**src/rtl/keycode_ball_ctrl_if.sv**
```systemverilog
// Signal bundle between the SoC keycode/VGA side and keycode_ball_ctrl.
//   keycode    : HID keycode from the SoC, 0x00 = no key
//   vsync      : frame sync from the VGA controller (asynchronous to clk_clk)
//   ball_x/y   : ball centre position, unsigned pixels
//   frame_done : one-cycle pulse when ball_x/ball_y update
//   key_count  : running count of new key presses, wraps at 256
// master = driver of keycode/vsync (SoC/VGA side), slave = the controller.
interface keycode_ball_ctrl_if;
  logic [7:0] keycode;
  logic       vsync;
  logic [9:0] ball_x;
  logic [9:0] ball_y;
  logic       frame_done;
  logic [7:0] key_count;

  modport master (
    output keycode,
    output vsync,
    input  ball_x,
    input  ball_y,
    input  frame_done,
    input  key_count
  );

  modport slave (
    input  keycode,
    input  vsync,
    output ball_x,
    output ball_y,
    output frame_done,
    output key_count
  );
endinterface

```
**src/rtl/keycode_ball_ctrl.sv**
```systemverilog
// Frame-synchronous ball motion controller.
// Once per vsync rising edge: decode the W/A/S/D keycode into a direction, let the screen-edge
// checks override it per axis, then step the ball position.
// Ports:
//   clk_clk       : system clock
//   reset_reset_n : asynchronous active-low reset
//   bus (slave)   : keycode, vsync in; ball_x, ball_y, frame_done, key_count out
module keycode_ball_ctrl #(
  parameter int unsigned X_MIN    = 0,
  parameter int unsigned X_MAX    = 639,
  parameter int unsigned Y_MIN    = 0,
  parameter int unsigned Y_MAX    = 479,
  parameter int unsigned X_CENTER = 320,
  parameter int unsigned Y_CENTER = 240,
  parameter int unsigned STEP     = 1,
  parameter int unsigned SIZE     = 4
) (
  input logic                clk_clk,
  input logic                reset_reset_n,
  keycode_ball_ctrl_if.slave bus
);

  localparam logic [7:0] KeyW = 8'h1A;
  localparam logic [7:0] KeyS = 8'h16;
  localparam logic [7:0] KeyA = 8'h04;
  localparam logic [7:0] KeyD = 8'h07;

  localparam logic [9:0] StepPos = 10'(STEP);
  localparam logic [9:0] StepNeg = ~StepPos + 10'd1;
  localparam logic [9:0] XReset  = 10'(X_CENTER);
  localparam logic [9:0] YReset  = 10'(Y_CENTER);

  typedef enum logic [1:0] {StWait, StKey, StBound, StMove} state_e;

  state_e     state_q;
  logic       s1_q, s2_q, s3_q;
  logic       rise;
  logic [7:0] keycode_q;
  logic [7:0] key_count_q;
  logic [9:0] dx_q, dy_q;
  logic [9:0] ball_x_q, ball_y_q;
  logic       frame_done_q;

  // Edge checks are done in 32 bits so ball + SIZE cannot wrap.
  logic [31:0] x_ext, y_ext;
  logic        x_hi, x_lo, y_hi, y_lo;

  assign x_ext = 32'(ball_x_q);
  assign y_ext = 32'(ball_y_q);
  assign x_hi  = (x_ext + SIZE) >= X_MAX;
  assign x_lo  = x_ext <= (X_MIN + SIZE);
  assign y_hi  = (y_ext + SIZE) >= Y_MAX;
  assign y_lo  = y_ext <= (Y_MIN + SIZE);

  // vsync synchronizer; s3 only exists to form the rising-edge flag.
  always_ff @(posedge clk_clk or negedge reset_reset_n) begin
    if (!reset_reset_n) begin
      s1_q <= 1'b0;
      s2_q <= 1'b0;
      s3_q <= 1'b0;
    end else begin
      s1_q <= bus.vsync;
      s2_q <= s1_q;
      s3_q <= s2_q;
    end
  end

  assign rise = s2_q & ~s3_q;

  // Key press counter: counts changes to a non-zero code, ignores releases.
  always_ff @(posedge clk_clk or negedge reset_reset_n) begin
    if (!reset_reset_n) begin
      keycode_q   <= 8'h00;
      key_count_q <= 8'h00;
    end else begin
      keycode_q <= bus.keycode;
      if ((bus.keycode != keycode_q) && (bus.keycode != 8'h00)) begin
        key_count_q <= key_count_q + 8'd1;
      end
    end
  end

  // Frame FSM. A rise seen outside StWait is dropped, never queued.
  always_ff @(posedge clk_clk or negedge reset_reset_n) begin
    if (!reset_reset_n) begin
      state_q      <= StWait;
      dx_q         <= 10'd0;
      dy_q         <= 10'd0;
      ball_x_q     <= XReset;
      ball_y_q     <= YReset;
      frame_done_q <= 1'b0;
    end else begin
      frame_done_q <= 1'b0;
      case (state_q)
        StWait: begin
          if (rise) state_q <= StKey;
        end
        StKey: begin
          case (keycode_q)
            KeyW: begin
              dx_q <= 10'd0;
              dy_q <= StepNeg;
            end
            KeyS: begin
              dx_q <= 10'd0;
              dy_q <= StepPos;
            end
            KeyA: begin
              dx_q <= StepNeg;
              dy_q <= 10'd0;
            end
            KeyD: begin
              dx_q <= StepPos;
              dy_q <= 10'd0;
            end
            default: ;
          endcase
          state_q <= StBound;
        end
        StBound: begin
          // Edge hits override whatever the key decode chose on that axis.
          if (x_hi) dx_q <= StepNeg;
          else if (x_lo) dx_q <= StepPos;
          if (y_hi) dy_q <= StepNeg;
          else if (y_lo) dy_q <= StepPos;
          state_q <= StMove;
        end
        StMove: begin
          ball_x_q     <= ball_x_q + dx_q;
          ball_y_q     <= ball_y_q + dy_q;
          frame_done_q <= 1'b1;
          state_q      <= StWait;
        end
        default: state_q <= StWait;
      endcase
    end
  end

  assign bus.ball_x     = ball_x_q;
  assign bus.ball_y     = ball_y_q;
  assign bus.frame_done = frame_done_q;
  assign bus.key_count  = key_count_q;

endmodule

```
**src/flat_wrapper.sv**
```systemverilog
// flat-port wrapper written by rule: the top's interface ports become plain ports
module keycode_ball_ctrl_flat 
#(
  parameter int unsigned X_MIN    = 0,
  parameter int unsigned X_MAX    = 639,
  parameter int unsigned Y_MIN    = 0,
  parameter int unsigned Y_MAX    = 479,
  parameter int unsigned X_CENTER = 320,
  parameter int unsigned Y_CENTER = 240,
  parameter int unsigned STEP     = 1,
  parameter int unsigned SIZE     = 4
)
  (clk_clk, reset_reset_n, bus_keycode, bus_vsync, bus_ball_x, bus_ball_y, bus_frame_done, bus_key_count);
  keycode_ball_ctrl_if bus_i ();
  input logic clk_clk;
  input logic reset_reset_n;
  input wire logic [$bits(bus_i.keycode)-1:0] bus_keycode;
  input wire logic [$bits(bus_i.vsync)-1:0] bus_vsync;
  output wire logic [$bits(bus_i.ball_x)-1:0] bus_ball_x;
  output wire logic [$bits(bus_i.ball_y)-1:0] bus_ball_y;
  output wire logic [$bits(bus_i.frame_done)-1:0] bus_frame_done;
  output wire logic [$bits(bus_i.key_count)-1:0] bus_key_count;
  assign bus_i.keycode = bus_keycode;
  assign bus_i.vsync = bus_vsync;
  assign bus_ball_x = bus_i.ball_x;
  assign bus_ball_y = bus_i.ball_y;
  assign bus_frame_done = bus_i.frame_done;
  assign bus_key_count = bus_i.key_count;
  keycode_ball_ctrl #(.X_MIN(X_MIN), .X_MAX(X_MAX), .Y_MIN(Y_MIN), .Y_MAX(Y_MAX), .X_CENTER(X_CENTER), .Y_CENTER(Y_CENTER), .STEP(STEP), .SIZE(SIZE)) u_core (.clk_clk(clk_clk), .reset_reset_n(reset_reset_n), .bus(bus_i));
endmodule
```
**config.mk**
```make
export PLATFORM = sky130hd
export DESIGN_NAME = keycode_ball_ctrl_flat
export DESIGN_NICKNAME = d
export VERILOG_FILES = /design/src/rtl/keycode_ball_ctrl_if.sv /design/src/rtl/keycode_ball_ctrl.sv /design/src/flat_wrapper.sv
export SDC_FILE = /design/constraint.sdc
export NUM_CORES = 1
export LEC_CHECK = 0
export CORE_MARGIN = 2
export CORE_UTILIZATION = 50
export CTS_CLUSTER_DIAMETER = 80
export DETAILED_ROUTE_END_ITERATION = 10
export HOLD_SLACK_MARGIN = 0.05
export PLACE_DENSITY = 0.86
export SLEW_MARGIN = 30
export SYNTH_ARGS = -nofsm -noshare
export SYNTH_HDL_FRONTEND = slang
export SYNTH_SLANG_ARGS = --single-unit
```
**constraint.sdc**
```tcl
create_clock -name clk_clk -period 2.05 [get_ports clk_clk]
set_clock_uncertainty 0.2 [all_clocks]
set_input_delay 0.41 -clock clk_clk [delete_from_list [all_inputs] [get_ports clk_clk]]
set_output_delay 0.41 -clock clk_clk [all_outputs]
set_load 0.02 [all_outputs]
```
# After elaboration in Yosys (flattened, before gate mapping)
# Index checks and enable logic that the tools add are counted.
# op_classes
addsub	5
order_cmp	4
eq_ne	13
n_mux	11
bitwise_logic	2
n_reduce_logical	8
# ops
op	count
$pmux W10 S3	2
$mux W10	4
$pmux W10 S2	2
$ge A32 B10 Y1 const B	1
$ge A32 B9 Y1 const B	1
$add A10 B3 Y11 const B	2
$add A10 B10 Y10	2
$le A10 B3 Y1 const B	2
$eq A8 B3 Y1 const B	2
$eq A8 B5 Y1 const B	2
$add A8 B1 Y8 const B	1
$ne A4 B2 Y1 const B	2
$ne A8 B8 Y1	1
$pmux W2 S4	1
$reduce_bool A8 Y1	1
$ne A3 B1 Y1 const B	2
$reduce_and A3 Y1	2
$eq A2 B2 Y1 const B	2
$reduce_or A2 Y1	2
$eq A2 B1 Y1 const B	1
$logic_not A2 Y1	1
$mux W2	1
$ne A2 B1 Y1 const B	1
$reduce_bool A2 Y1	1
other kinds (4)	4
# totals
regBits	62
inputBits	11

# Depth between registers and ports, before layout
# Gate-level depths: netlist of the first run.
# depth
ltp_word	4
mapped_depth	8
depth_no_buf	8

# Worst setup path before layout of the first run
# No wires, ideal clock.
# synth_timing
path_kind	reg2reg
start	register u_core.ball_y_q[0] (netlist: u_core.bus.ball_y[0])
end	register u_core.ball_y_q[8] (netlist: u_core.bus.ball_y[8])
setup_ns	0.087
arrival_time_ns	1.823
slack_ns	-0.059
path_stages_with_launch	9
path_buffers	0
synth_period_minus_slack_ns	2.109
path_cell_list	dfrtp_1 -> ha_1 -> inv_1 -> fa_1 -> nor2b_1 -> o21ai_1 -> a21o_1 -> a211o_1 -> o211ai_1
# synth_between
elab_chain_cells	1
# synth_lines
element	line	text
from (decl)	keycode_ball_ctrl.sv:41	logic [9:0] ball_x_q, ball_y_q;
from (signal assigned)	keycode_ball_ctrl.sv:90	ball_y_q <= YReset;
from (signal assigned)	keycode_ball_ctrl.sv:130	ball_y_q <= ball_y_q + dy_q;
$add A10 B10 Y10	keycode_ball_ctrl.sv:130	
# Every way passes these cells.
# A chain may end at the register's enable or synchronous reset.

# Worst setup path after layout of the first run
# layout_timing
start	register u_core.dy_q[8]
end	register u_core.ball_y_q[9] (netlist: u_core.bus.ball_y[9])
# layout_between
elab_chain_cells	1
# layout_lines
element	line	text
from (decl)	keycode_ball_ctrl.sv:40	logic [9:0] dx_q, dy_q;
from (signal assigned)	keycode_ball_ctrl.sv:102	dy_q <= StepNeg;
from (signal assigned)	keycode_ball_ctrl.sv:106	dy_q <= StepPos;
from (signal assigned)	keycode_ball_ctrl.sv:124	if (y_hi) dy_q <= StepNeg;
$add A10 B10 Y10	keycode_ball_ctrl.sv:130	
# Every way passes these cells.

==> flow_metrics.py, run 1 <==
metrics = {
    "route": {
        "via_count": 2718,
        "vias_per_cell": 5.85,
        "detail-route-antenna-nets": 0,
        "drt_iter0_drc": 158,
        "avgRoutedWirePerCell_um": 16.8,
        "aggregate_routed_wire_length_um": 7820,
        "firstDrtPassIters": 4,
        "post-route-drc-count": 0,
    },
    "yosys": {
        "synth_nets": 331,
        "synth_top_area_share_pct": 33.8,
        "number_of_flops_mapped_to_enable_cells_by_yosys": 0,
        "netlist_instances": 294,
        "synth_largest_area_cell": "dfrtp_1",
        "synth_sequential_area_ratio_pct": 39.1,
        "ys_ff_latch": 46,
        "synthArstFlopShare_pct": 100,
        "post_synth_num_cell_types": 53,
        "ys_warn_count": 0,
        "syn_area_mm2": 0.00296,
        "synth_top_flop_cell": "dfrtp_1",
        "synthMostInstantiatedCell": "dfrtp_1",
        "syn_avg_cell_area_um2": 10.1,
        "synth_top_cells_by_area": "dfrtp_1 (34%), ha_1 (10%), dfstp_2 (5.3%)",
        "synth_common_cells": "dfrtp_1 (40), inv_1 (25), ha_1 (24), o21ai_0 (17)",
    },
    "sta": {
        "final-max-slew-violation-count": 0,
        "finalWorstSetupSlack_ps": -43.0,
        "rsz0062_at_grt": "yes",
        "layout_min_cycle_time_ps": 2090,
        "totalNegativeSetupSlack_ps": -134,
        "max_freq_ghz": 0.478,
        "final_worst_path_cycle_share_pct": 102,
        "final_worst_hold_slack_ps": 162,
        "number_of_failing_hold_endpoints_at_the_final_stage": 0,
        "max_slew_margin_pct": 64.8,
        "worst_margin_pin_slew_ps": 528,
        "report.final.setup_viol": 4,
    },
    "clocking": {
        "cts_tree": "yes",
        "cts_buffers": 5,
        "h-tree-depth": 2,
        "clock_insertion_delay_worst_skew_ps": 310,
        "clock_input_transition_at_the_sequential_cells_of_the_worst_setup_and_hold_paths_ps": 100,
        "clockBufferDepth": 2,
        "numClockSinks": 46,
        "cts-root-buf": "clkbuf_8",
    },
    "setup_path": {
        "worst_setup_path_start_kind": "flip-flop",
        "timing.critical_path.fanout_max": 5,
        "timing.critical_path.arrival_ps": 2140,
        "cp_data_required_time_ps": 2100,
        "setup.worst_path.class": "flip-flop to flip-flop",
        "timing.critical_path.to_type": "flip-flop",
    },
    "layout": {
        "post_route_cells_drive_above_1_share_pct": 32.8,
        "multi_input_area_mm2": 0.00193,
        "n_fill_cell": 410,
        "diodes": 0,
        "finish.net_count": 426,
        "storage_cell_area_mm2": 0.00116,
        "syn_to_final_growth_pct": 42.8,
        "final_design_area_no_fill_mm2": 0.00423,
    },
    "pwr": {
        "worst_ir_drop_on_vdd_mv": 0.955,
        "clk_network_pwr_share_pct": 7.0,
        "p_leak_uw": 0.00188,
        "power.combinational.fraction_pct": 72.1,
        "switching_share_pct": 44.8,
        "finalPower_uw": 8610,
        "total_switching_power_uw": 3860,
        "seq_power_share_pct": 20.8,
        "powerDensity_mw_per_mm2": 2030,
        "internal_power_uw": 4750,
    },
    "global_route": {
        "grt_pass1_wl_um": 12500,
        "maximum_number_of_pins_on_one_net_before_global_route_repair": 28,
        "grt.overflow.total": 0,
        "track_usage_pct": 24.5,
        "grt_pass1_vias": 2761,
        "antenna_violations_before_repair": 0,
    },
    "place": {
        "setup_slack_after_placement_ps": -230,
        "place_area_mm2": 0.00379,
        "buffer_ports.inserted": 39,
        "dp.final_hpwl_um": 5210,
        "routabilityCongestion": 0.890,
    },
    "floorplan": {
        "core_region_area_mm2": 0.00582,
        "floorplan.io_pins": 40,
        "floorplan.die_area_mm2": 0.00656,
        "start_util_pct": 50.9,
        "die_height_um": 81.0,
        "die_w_um": 81.0,
        "fp-row-count": 28,
    },
    "run_status": {
        "violations": "negative setup slack",
        "run_status": "finished with violations",
    },
    "run": {
        "max-cap-violations": 0,
    },
    "hold_path": {
        "worst_min_path_class": "flip-flop to flip-flop",
    },
}
==> kinds of logic after synthesis <==
| group | share of synthesized area (%) |
|---|---|
| AND/OR/NAND/NOR | 12.9 |
| XOR/XNOR | 7.39 |
| buffers and inverters | 4.14 |
| AO/OA/AOI/OAI | 19.0 |
| flip-flops | 39.1 |
| multiplexers | 5.95 |
| adder cells (fa/ha/maj) | 11.5 |
==> sequential cells by signal (all words and copies together) (netlist names) <==
register,flops
u_core.bus.frame_done,1
u_core.keycode_q,8
u_core.bus.ball_y,10
u_core.bus.key_count,8
u_core.s1_q,1
u_core.bus.ball_x,10
u_core.s3_q,1
u_core.state_q,2
u_core.s2_q,1
u_core.dy_q,2
u_core.dx_q,2
==> final cells by class <==
type	count	share of cell area [%]
Clock inverter	3	0.591
Inverter	26	2.31
Timing Repair Buffer	94	20.1
Multi-Input combinational cell	216	45.6
Sequential cell	46	27.5
Tap cell	75	2.22
Clock buffer	5	1.63
==> stage by stage <==
| stage | instances | util [%] |
|---|---|---|
| CTS | 465 | 71.1 |
| global route | 465 | 72.8 |
| detailed placement | 449 | 65.2 |
| floorplan | 294 | - |
| finish | 465 | 72.8 |
| global placement | 449 | 65.2 |
==> power groups by stage <==
stage | clock network, µW | logic (µW) | registers (µW)
after global routing | 632 | 6680 | 1840
after global placement | 0 | 5040 | 1720
after CTS | 606 | 5750 | 1770
after floorplan | 0 | 2790 | 2060
after detailed placement | 0 | 5250 | 1730
final | 606 | 6210 | 1790
==> repair_timing <==
item / CTS / global route
setup endpoints to repair: 15 / 19
hold buffers: 1 / 0
cloned: 0 / 0
resized for setup: 39 / 32
buffers inserted: 7 / 1
pin swaps: 13 / 12
hold endpoints to repair: 14 / 0
==> worst paths after layout <==
kind | start | end | slack (ps) | cells past startpoint
min | u_core.s1_q$_DFF_PN0_ | u_core.s2_q$_DFF_PN0_ | 160 | 0
max | u_core.dy_q[8]$_DFFE_PN0P_ | u_core.bus.ball_y[9]$_DFFE_PN0P_ | -40 | 7
max reg2reg | u_core.dy_q[8]$_DFFE_PN0P_ | u_core.bus.ball_y[9]$_DFFE_PN0P_ | -40 | 7
min reg2reg | u_core.s1_q$_DFF_PN0_ | u_core.s2_q$_DFF_PN0_ | 160 | 0
min in group asynchronous | reset_reset_n | u_core.bus.ball_x[5]$_DFFE_PN0P_ | 400 | 2
max in group asynchronous | reset_reset_n | u_core.bus.ball_y[5]$_DFFE_PN1P_ | 660 | 3
==> placed cells by master (no fill, tap or decap), types with 4 or more instances in the layout <==
| cell type | instances |
|---|---|
| a21oi_2 | 5 |
| nor2_1 | 7 |
| nor4_1 | 9 |
| o21bai_1 | 4 |
| clkdlybuf4s50_1 | 22 |
| nand2_1 | 13 |
| a31oi_1 | 4 |
| xor2_1 | 13 |
| dlygate4sd2_1 | 10 |
| a21o_1 | 4 |
| o21ai_0 | 10 |
| mux2i_1 | 6 |
| o21ai_1 | 7 |
| nand3_1 | 9 |
| dfrtp_1 | 35 |
| nor3_1 | 5 |
| o211ai_1 | 8 |
| clkbuf_8 | 5 |
| inv_1 | 23 |
| buf_6 | 6 |
| nand4_1 | 5 |
| mux2_2 | 8 |
| ha_1 | 12 |
| ha_4 | 11 |
| buf_4 | 46 |
| a21oi_1 | 7 |
| dfstp_2 | 6 |
| a211o_1 | 4 |
| dfrtp_2 | 5 |
| xnor2_1 | 12 |
| dlymetal6s2s_1 | 6 |
==> worst max-delay path, cell delays in order, from the launching register on <==
cell      delay, ps
dfrtp_2         470
buf_6           140
ha_4            240
a211oi_4        220
nand2_1         100
o211ai_1        270
mux2i_1         240
xor2_1          150
==> routing by layer <==
| metal | track usage (%) | wire length (µm) | vias up |
|---|---|---|---|
| li1 | - | - | 1266 |
| met1 | 30.4 | 3220 | 1329 |
| met2 | 42.1 | 4010 | 96 |
| met3 | 3.89 | 381 | 27 |
| met4 | 10.5 | 203 | 0 |
| met5 | 0 | 0 | - |
No activity file was read; power rests on OpenSTA's default activity.
==> inputs of run 2 (changes only) <==
==> constraint.sdc (replaced) <==
create_clock -name clk_clk -period 2.05 [get_ports clk_clk]
set_clock_uncertainty 0.2 [all_clocks]
set_input_delay 0.3075 -clock clk_clk [delete_from_list [all_inputs] [get_ports clk_clk]]
set_output_delay 0.3075 -clock clk_clk [all_outputs]
set_load 0.02 [all_outputs]
==> run 2 against run 1 <==
  * The run still ends with negative setup slack left
  * Critical path depth unchanged
  * Wire length up 1.6%
  * Core utilization down 0.49 points
  * Register-to-register slack worse by 110 ps
  * Cell count down 0.86%
  * Total power up 0.55%
  * Clock-buffer cell count up 1
  * Die area unchanged
  * Sequential cell count unchanged
  * Hold slack better by 5.4 ps
  * Sequential power about the same
  * Sequential share of layout area up 0.22 points
==> flow_metrics.py, run 2 (same netlist as run 1, synthesis figures left out) <==
metrics = {
    "setup_path": {
        "worst_setup_path_start_kind": "flip-flop",
        "worst_r2r_endpoint": "u_core.bus.ball_x[9]$_DFFE_PN0P_",
        "critical_path_cell_count": 7,
        "timing.critical_path.arrival_ps": 2240,
        "crit_slowest_cell": "dfrtp_2",
        "cpPeakStageDelay_ps": 490,
        "ff2ff_setup_slack_ps": -150,
        "worst-r2r-cell-count": 7,
        "timing.critical_path.buf_inv": 1,
        "cp_data_required_time_ps": 2090,
        "crit_path_cell_trace": "buf_12 -> ha_4 -> a211oi_4 -> nand2_1 -> o211ai_1 -> mux2i_1 -> xor2_1",
        "timing.rr.start": "u_core.dx_q[8]$_DFFE_PN0P_",
        "critPathTopFamily": "flip-flops",
        "timing.critical_path.fanout_max": 4,
        "setup.worst_path.class": "flip-flop to flip-flop",
        "timing.critical_path.to_type": "flip-flop",
    },
    "place": {
        "dp.final_hpwl_um": 5110,
        "routabilityCongestion": 0.869,
        "place_area_mm2": 0.00376,
        "buffer_ports.inserted": 39,
    },
    "sta": {
        "report.final.setup_viol": 6,
        "worst_margin_pin_slew_ps": 500,
        "totalNegativeSetupSlack_ps": -423,
        "max_slew_margin_pct": 66.7,
        "final_worst_path_cycle_share_pct": 107,
        "final-max-slew-violation-count": 0,
        "rsz0062_at_grt": "yes",
        "finalWorstSetupSlack_ps": -152,
        "number_of_failing_hold_endpoints_at_the_final_stage": 0,
        "max_freq_ghz": 0.454,
        "layout_min_cycle_time_ps": 2200,
    },
    "layout": {
        "post_route_cells_drive_above_1_share_pct": 33.2,
        "syn_to_final_growth_pct": 41.8,
        "layout.core_utilization_pct": 72.3,
        "most_common_library_cell_in_the_layout_ignoring_fill_and_taps": "buf_4",
        "final_design_area_no_fill_mm2": 0.00420,
        "layout_common_cells": "buf_4 (43), dfrtp_1 (34), clkdlybuf4s50_1 (33)",
        "diodes": 0,
        "finish.net_count": 422,
    },
    "clocking": {
        "cts_tree": "yes",
        "cts_buffers": 5,
        "clock_input_transition_at_the_sequential_cells_of_the_worst_setup_and_hold_paths_ps": 100,
        "clock_insertion_delay_worst_skew_ps": 310,
        "h-tree-depth": 2,
        "numClockSinks": 46,
        "clockBufferDepth": 2,
        "cts-root-buf": "clkbuf_8",
    },
    "route": {
        "vias_per_cell": 6.03,
        "drt_iter0_drc": 225,
        "aggregate_routed_wire_length_um": 7940,
        "firstDrtPassIters": 5,
        "post-route-drc-count": 0,
        "detail-route-antenna-nets": 0,
        "via_count": 2781,
        "avgRoutedWirePerCell_um": 17.2,
    },
    "floorplan": {
        "start_util_pct": 50.9,
        "die_w_um": 81.0,
        "die_height_um": 81.0,
        "floorplan.io_pins": 40,
        "fp-row-count": 28,
        "floorplan.die_area_mm2": 0.00656,
        "core_region_area_mm2": 0.00582,
    },
    "global_route": {
        "grt_pass1_vias": 2762,
        "grt_pass1_wl_um": 13000,
        "gr-max-usage-layer": "met2",
        "track_usage_pct": 25.5,
        "use_met2_pct": 43.0,
        "met1_usage_pct": 32.7,
        "grt.overflow.total": 0,
        "global_route.usage.met3_pct": 5.00,
        "maximum_number_of_pins_on_one_net_before_global_route_repair": 28,
        "antenna_violations_before_repair": 0,
    },
    "hold_path": {
        "worst_min_path_class": "flip-flop to flip-flop",
        "holdPathEnd": "u_core.s2_q$_DFF_PN0_",
        "hold_depth": 0,
        "min-delay-start": "u_core.s1_q$_DFF_PN0_",
    },
    "pwr": {
        "seq_power_share_pct": 20.5,
        "internal_power_uw": 4800,
        "switching_share_pct": 44.5,
        "p_leak_uw": 0.00181,
        "power.combinational.fraction_pct": 72.6,
        "total_switching_power_uw": 3860,
        "powerDensity_mw_per_mm2": 2060,
        "worst_ir_drop_on_vdd_mv": 0.919,
        "clk_network_pwr_share_pct": 6.9,
        "finalPower_uw": 8660,
    },
    "run_status": {
        "run_status": "finished with violations",
        "violations": "negative setup slack",
    },
    "run": {
        "max-cap-violations": 0,
    },
}
[run 2: changes by cell type in the layout (fill, tap and decap cells not counted), moves of 3 or more]
cell / delta
clkdlybuf4s50_1: +11
dlygate4sd2_1: -7
o21ai_0: +5
o21ai_1: -5
dlymetal6s2s_1: -4
buf_4: -3
buf_6: -3
[run 2: worst max-delay path by stage]
| stage | from | end | slack, ps |
|---|---|---|---|
| global placement | u_core.dx_q[8]$_DFFE_PN0P_ | u_core.bus.ball_x[8]$_DFFE_PN1P_ | -100 |
| floorplan | u_core.bus.ball_y[1]$_DFFE_PN0P_ | u_core.bus.ball_y[8]$_DFFE_PN0P_ | 7 |
| detailed placement | bus_keycode[0] | u_core.bus.key_count[1]$_DFFE_PN0P_ | -260 |
| finish | u_core.dx_q[8]$_DFFE_PN0P_ | u_core.bus.ball_x[9]$_DFFE_PN0P_ | -150 |
| global route | u_core.bus.ball_y[6]$_DFFE_PN1P_ | u_core.bus.ball_y[9]$_DFFE_PN0P_ | -200 |
| CTS | u_core.bus.ball_y[6]$_DFFE_PN1P_ | u_core.bus.ball_y[9]$_DFFE_PN0P_ | -80 |
[run 2: metrics by stage]
stage	hold WS, ps	setup WS [ps]	cells
after floorplan	-188	6.84	294
after global placement	103	-98.8	445
after detailed placement	103	-260	445
after CTS	171	-79.6	460
after global routing	175	-202	461
final	167	-152	461
[run 2: layout make-up]
class	count	area, µm²
flip-flops and latches	46	1170
multi-input cells	216	1910
well taps	75	93.8
repair buffers	90	833
clock inverters	2	12.5
clock buffers	6	82.6
inverters	26	100
fillers	390	1610
[run 2: timing repair]
action,CTS,global route
pin swaps,11,14
endpoints found under the hold margin,14,0
hold buffers,1,0
gates resized for setup,30,23
setup buffers,6,1
setup endpoints to repair,13,16
[run 2: per-layer routing]
metal,share of wire [%],up-vias
met4,2.7,0
met5,0,-
met3,6.0,31
li1,-,1258
met2,50,137
met1,41,1355
[run 2: power groups by stage]
stage | combinational, µW | sequential [µW] | clock (µW)
2_1_floorplan | 2790 | 2060 | 0
3_5_place_dp | 5190 | 1710 | 0
4_1_cts | 5790 | 1750 | 616
3_3_place_gp | 5010 | 1710 | 0
5_1_grt | 6800 | 1820 | 648
6_report | 6280 | 1770 | 601
==> inputs of run 3 (changes only) <==
--- a/config.mk
+++ b/config.mk
@@ -5,7 +5,7 @@
 export SDC_FILE = /design/constraint.sdc
 export NUM_CORES = 1
 export LEC_CHECK = 0
-export CORE_MARGIN = 2
+export CORE_MARGIN = 10
 export CORE_UTILIZATION = 50
 export CTS_CLUSTER_DIAMETER = 80
 export DETAILED_ROUTE_END_ITERATION = 10
==> run 3 against run 2 <==
  * The run still ends with negative setup slack left
  * Sequential cell count did not move
  * Sequential power barely moved
  * Cell count rose by 1.1%
  * Critical endpoint is now u_core.bus.ball_y[9]$_DFFE_PN0P_
  * Via count rose by 0.43%
  * Critical path depth did not move
  * Combinational power barely moved
  * Die area rose by 43%
  * Sequential share of layout area rose by 0.10 points
  * Cell area fell by 0.48%
==> flow_metrics.py, run 3 (same netlist as run 1, synthesis figures left out) <==
metrics = {
    "run_status": {
        "run_status": "finished with violations",
        "violations": "negative setup slack",
    },
    "clocking": {
        "cts_buffers": 5,
        "cts_tree": "yes",
        "clock_insertion_delay_worst_skew_ps": 320,
        "cts-root-buf": "clkbuf_8",
        "clock_input_transition_at_the_sequential_cells_of_the_worst_setup_and_hold_paths_ps": 100,
        "numClockSinks": 46,
        "h-tree-depth": 2,
        "clockBufferDepth": 2,
    },
    "place": {
        "place_area_mm2": 0.00377,
        "setup_slack_after_placement_ps": -108,
        "place_inst": 446,
        "routabilityCongestion": 0.982,
        "dp.final_hpwl_um": 5720,
        "buffer_ports.inserted": 39,
    },
    "layout": {
        "post_route_cells_drive_above_1_share_pct": 33.2,
        "final_design_area_no_fill_mm2": 0.00418,
        "layout_common_cells": "buf_4 (54), dfrtp_1 (35), clkdlybuf4s50_1 (32)",
        "multi_input_area_mm2": 0.00189,
        "diodes": 0,
        "finish.cell_count_without_fillers": 466,
        "most_common_library_cell_in_the_layout_ignoring_fill_and_taps": "buf_4",
        "syn_to_final_growth_pct": 41.2,
        "finish.net_count": 430,
        "storage_cell_area_mm2": 0.00116,
        "n_fill_cell": 372,
    },
    "global_route": {
        "antenna_violations_before_repair": 0,
        "maximum_number_of_pins_on_one_net_before_global_route_repair": 26,
        "track_usage_pct": 15.6,
        "grt.overflow.total": 0,
        "grt_pass1_vias": 2746,
        "grt_pass1_wl_um": 12600,
    },
    "sta": {
        "max_slew_margin_pct": 61.7,
        "finalWorstSetupSlack_ps": -129,
        "final-max-slew-violation-count": 0,
        "worst_margin_pin_slew_ps": 574,
        "final_worst_path_cycle_share_pct": 106,
        "rsz0062_at_grt": "yes",
        "report.final.setup_viol": 6,
        "final_worst_hold_slack_ps": 163,
        "max_freq_ghz": 0.459,
        "number_of_failing_hold_endpoints_at_the_final_stage": 0,
        "layout_min_cycle_time_ps": 2180,
    },
    "pwr": {
        "p_leak_uw": 0.00183,
        "finalPower_uw": 8680,
        "powerDensity_mw_per_mm2": 2080,
        "worst_ir_drop_on_vdd_mv": 0.980,
    },
    "setup_path": {
        "worst-r2r-cell-count": 7,
        "timing.critical_path.arrival_ps": 2220,
        "crit_path_cell_trace": "buf_6 -> buf_4 -> ha_1 -> or2_2 -> o211ai_1 -> mux2i_1 -> xor2_1",
        "timing.critical_path.to_type": "flip-flop",
        "timing.rr.start": "u_core.dy_q[8]$_DFFE_PN0P_",
        "crit_slowest_cell": "dfrtp_2",
        "ff2ff_setup_slack_ps": -130,
        "cpPeakStageDelay_ps": 440,
        "setup.worst_path.class": "flip-flop to flip-flop",
        "worst_r2r_endpoint": "u_core.bus.ball_y[9]$_DFFE_PN0P_",
        "cp_data_required_time_ps": 2100,
        "timing.critical_path.buf_inv": 2,
        "critPathTopFamily": "flip-flops",
        "timing.critical_path.fanout_max": 3,
        "worst_setup_path_start_kind": "flip-flop",
    },
    "floorplan": {
        "start_util_pct": 52.5,
        "floorplan.io_pins": 40,
        "die_height_um": 97.0,
        "core_region_area_mm2": 0.00564,
        "die_w_um": 97.0,
        "fp-row-count": 27,
        "floorplan.die_area_mm2": 0.00941,
    },
    "hold_path": {
        "hold_depth": 0,
        "min-delay-start": "u_core.s1_q$_DFF_PN0_",
        "worst_min_path_class": "flip-flop to flip-flop",
        "holdPathEnd": "u_core.s2_q$_DFF_PN0_",
    },
    "route": {
        "avgRoutedWirePerCell_um": 18.5,
        "vias_per_cell": 5.99,
        "detail-route-antenna-nets": 0,
        "drt_iter0_drc": 186,
        "aggregate_routed_wire_length_um": 8630,
        "via_count": 2793,
        "post-route-drc-count": 0,
        "firstDrtPassIters": 5,
    },
    "run": {
        "max-cap-violations": 0,
    },
}
==> run 3: cell count changes in the layout (fill, tap and decap cells not counted), moves of 4 or more <==
cell | before | now
ha_4 | 10 | 6
buf_4 | 43 | 54
ha_1 | 12 | 17
buf_12 | 4 | 0
==> run 3: how the worst max path moves through the flow <==
stage	slack, ps	startpoint	depth (start not counted)	endpoint
3_3_place_gp	-40	bus_keycode[4]	5	u_core.bus.key_count[1]$_DFFE_PN0P_
2_1_floorplan	7	u_core.bus.ball_y[1]$_DFFE_PN0P_	7	u_core.bus.ball_y[8]$_DFFE_PN0P_
6_report	-130	u_core.dy_q[8]$_DFFE_PN0P_	7	u_core.bus.ball_y[9]$_DFFE_PN0P_
4_1_cts	-50	u_core.dx_q[8]$_DFFE_PN0P_	6	u_core.bus.ball_x[9]$_DFFE_PN0P_
3_5_place_dp	-110	bus_keycode[0]	5	u_core.bus.key_count[1]$_DFFE_PN0P_
5_1_grt	-200	u_core.dy_q[8]$_DFFE_PN0P_	8	u_core.bus.ball_y[9]$_DFFE_PN0P_
==> run 3: metal layers <==
metal / part of all wire, % / track usage, % / wire (µm) / vias up
met5: 0 / 0 / 0 / -
met4: 3.3 / 6.88 / 282 / 0
met3: 6.9 / 4.97 / 593 / 37
met2: 51 / 26.1 / 4370 / 134
met1: 39 / 17.6 / 3380 / 1351
li1: - / - / - / 1271
==> run 3: power by group <==
| part | leakage (µW) | internal [µW] | total (µW) | switching, µW |
|---|---|---|---|---|
| registers | 0.000532 | 1340 | 1800 | 467 |
| clock network | 0.0000447 | 247 | 603 | 357 |
| logic | 0.00125 | 3110 | 6270 | 3160 |
| total | 0.00183 | 4700 | 8680 | 3990 |
==> run 3: final cells by class <==
class	instances	share of cell area [%]
inverter	26	2.33
sequential	46	27.8
timing repair buffer	98	20.1
clock inverter	3	0.598
multi-input combinational	216	45.3
tap	72	2.15
clock buffer	5	1.65
==> run 3: what timing repair did <==
action,4_1_cts,5_1_grt
hold endpoints to repair,17,0
setup endpoints to repair,13,13
hold buffers,1,0
buffers inserted,2,9
pin swaps,4,21
gates resized for setup,19,36
==> run 3: through the flow <==
stage | util, % | TNS, ps
floorplan | - | 0
global placement | 66.9 | -82.8
detailed placement | 66.9 | -743
CTS | 70.0 | -80.5
global route | 74.1 | -808
finish | 74.1 | -250
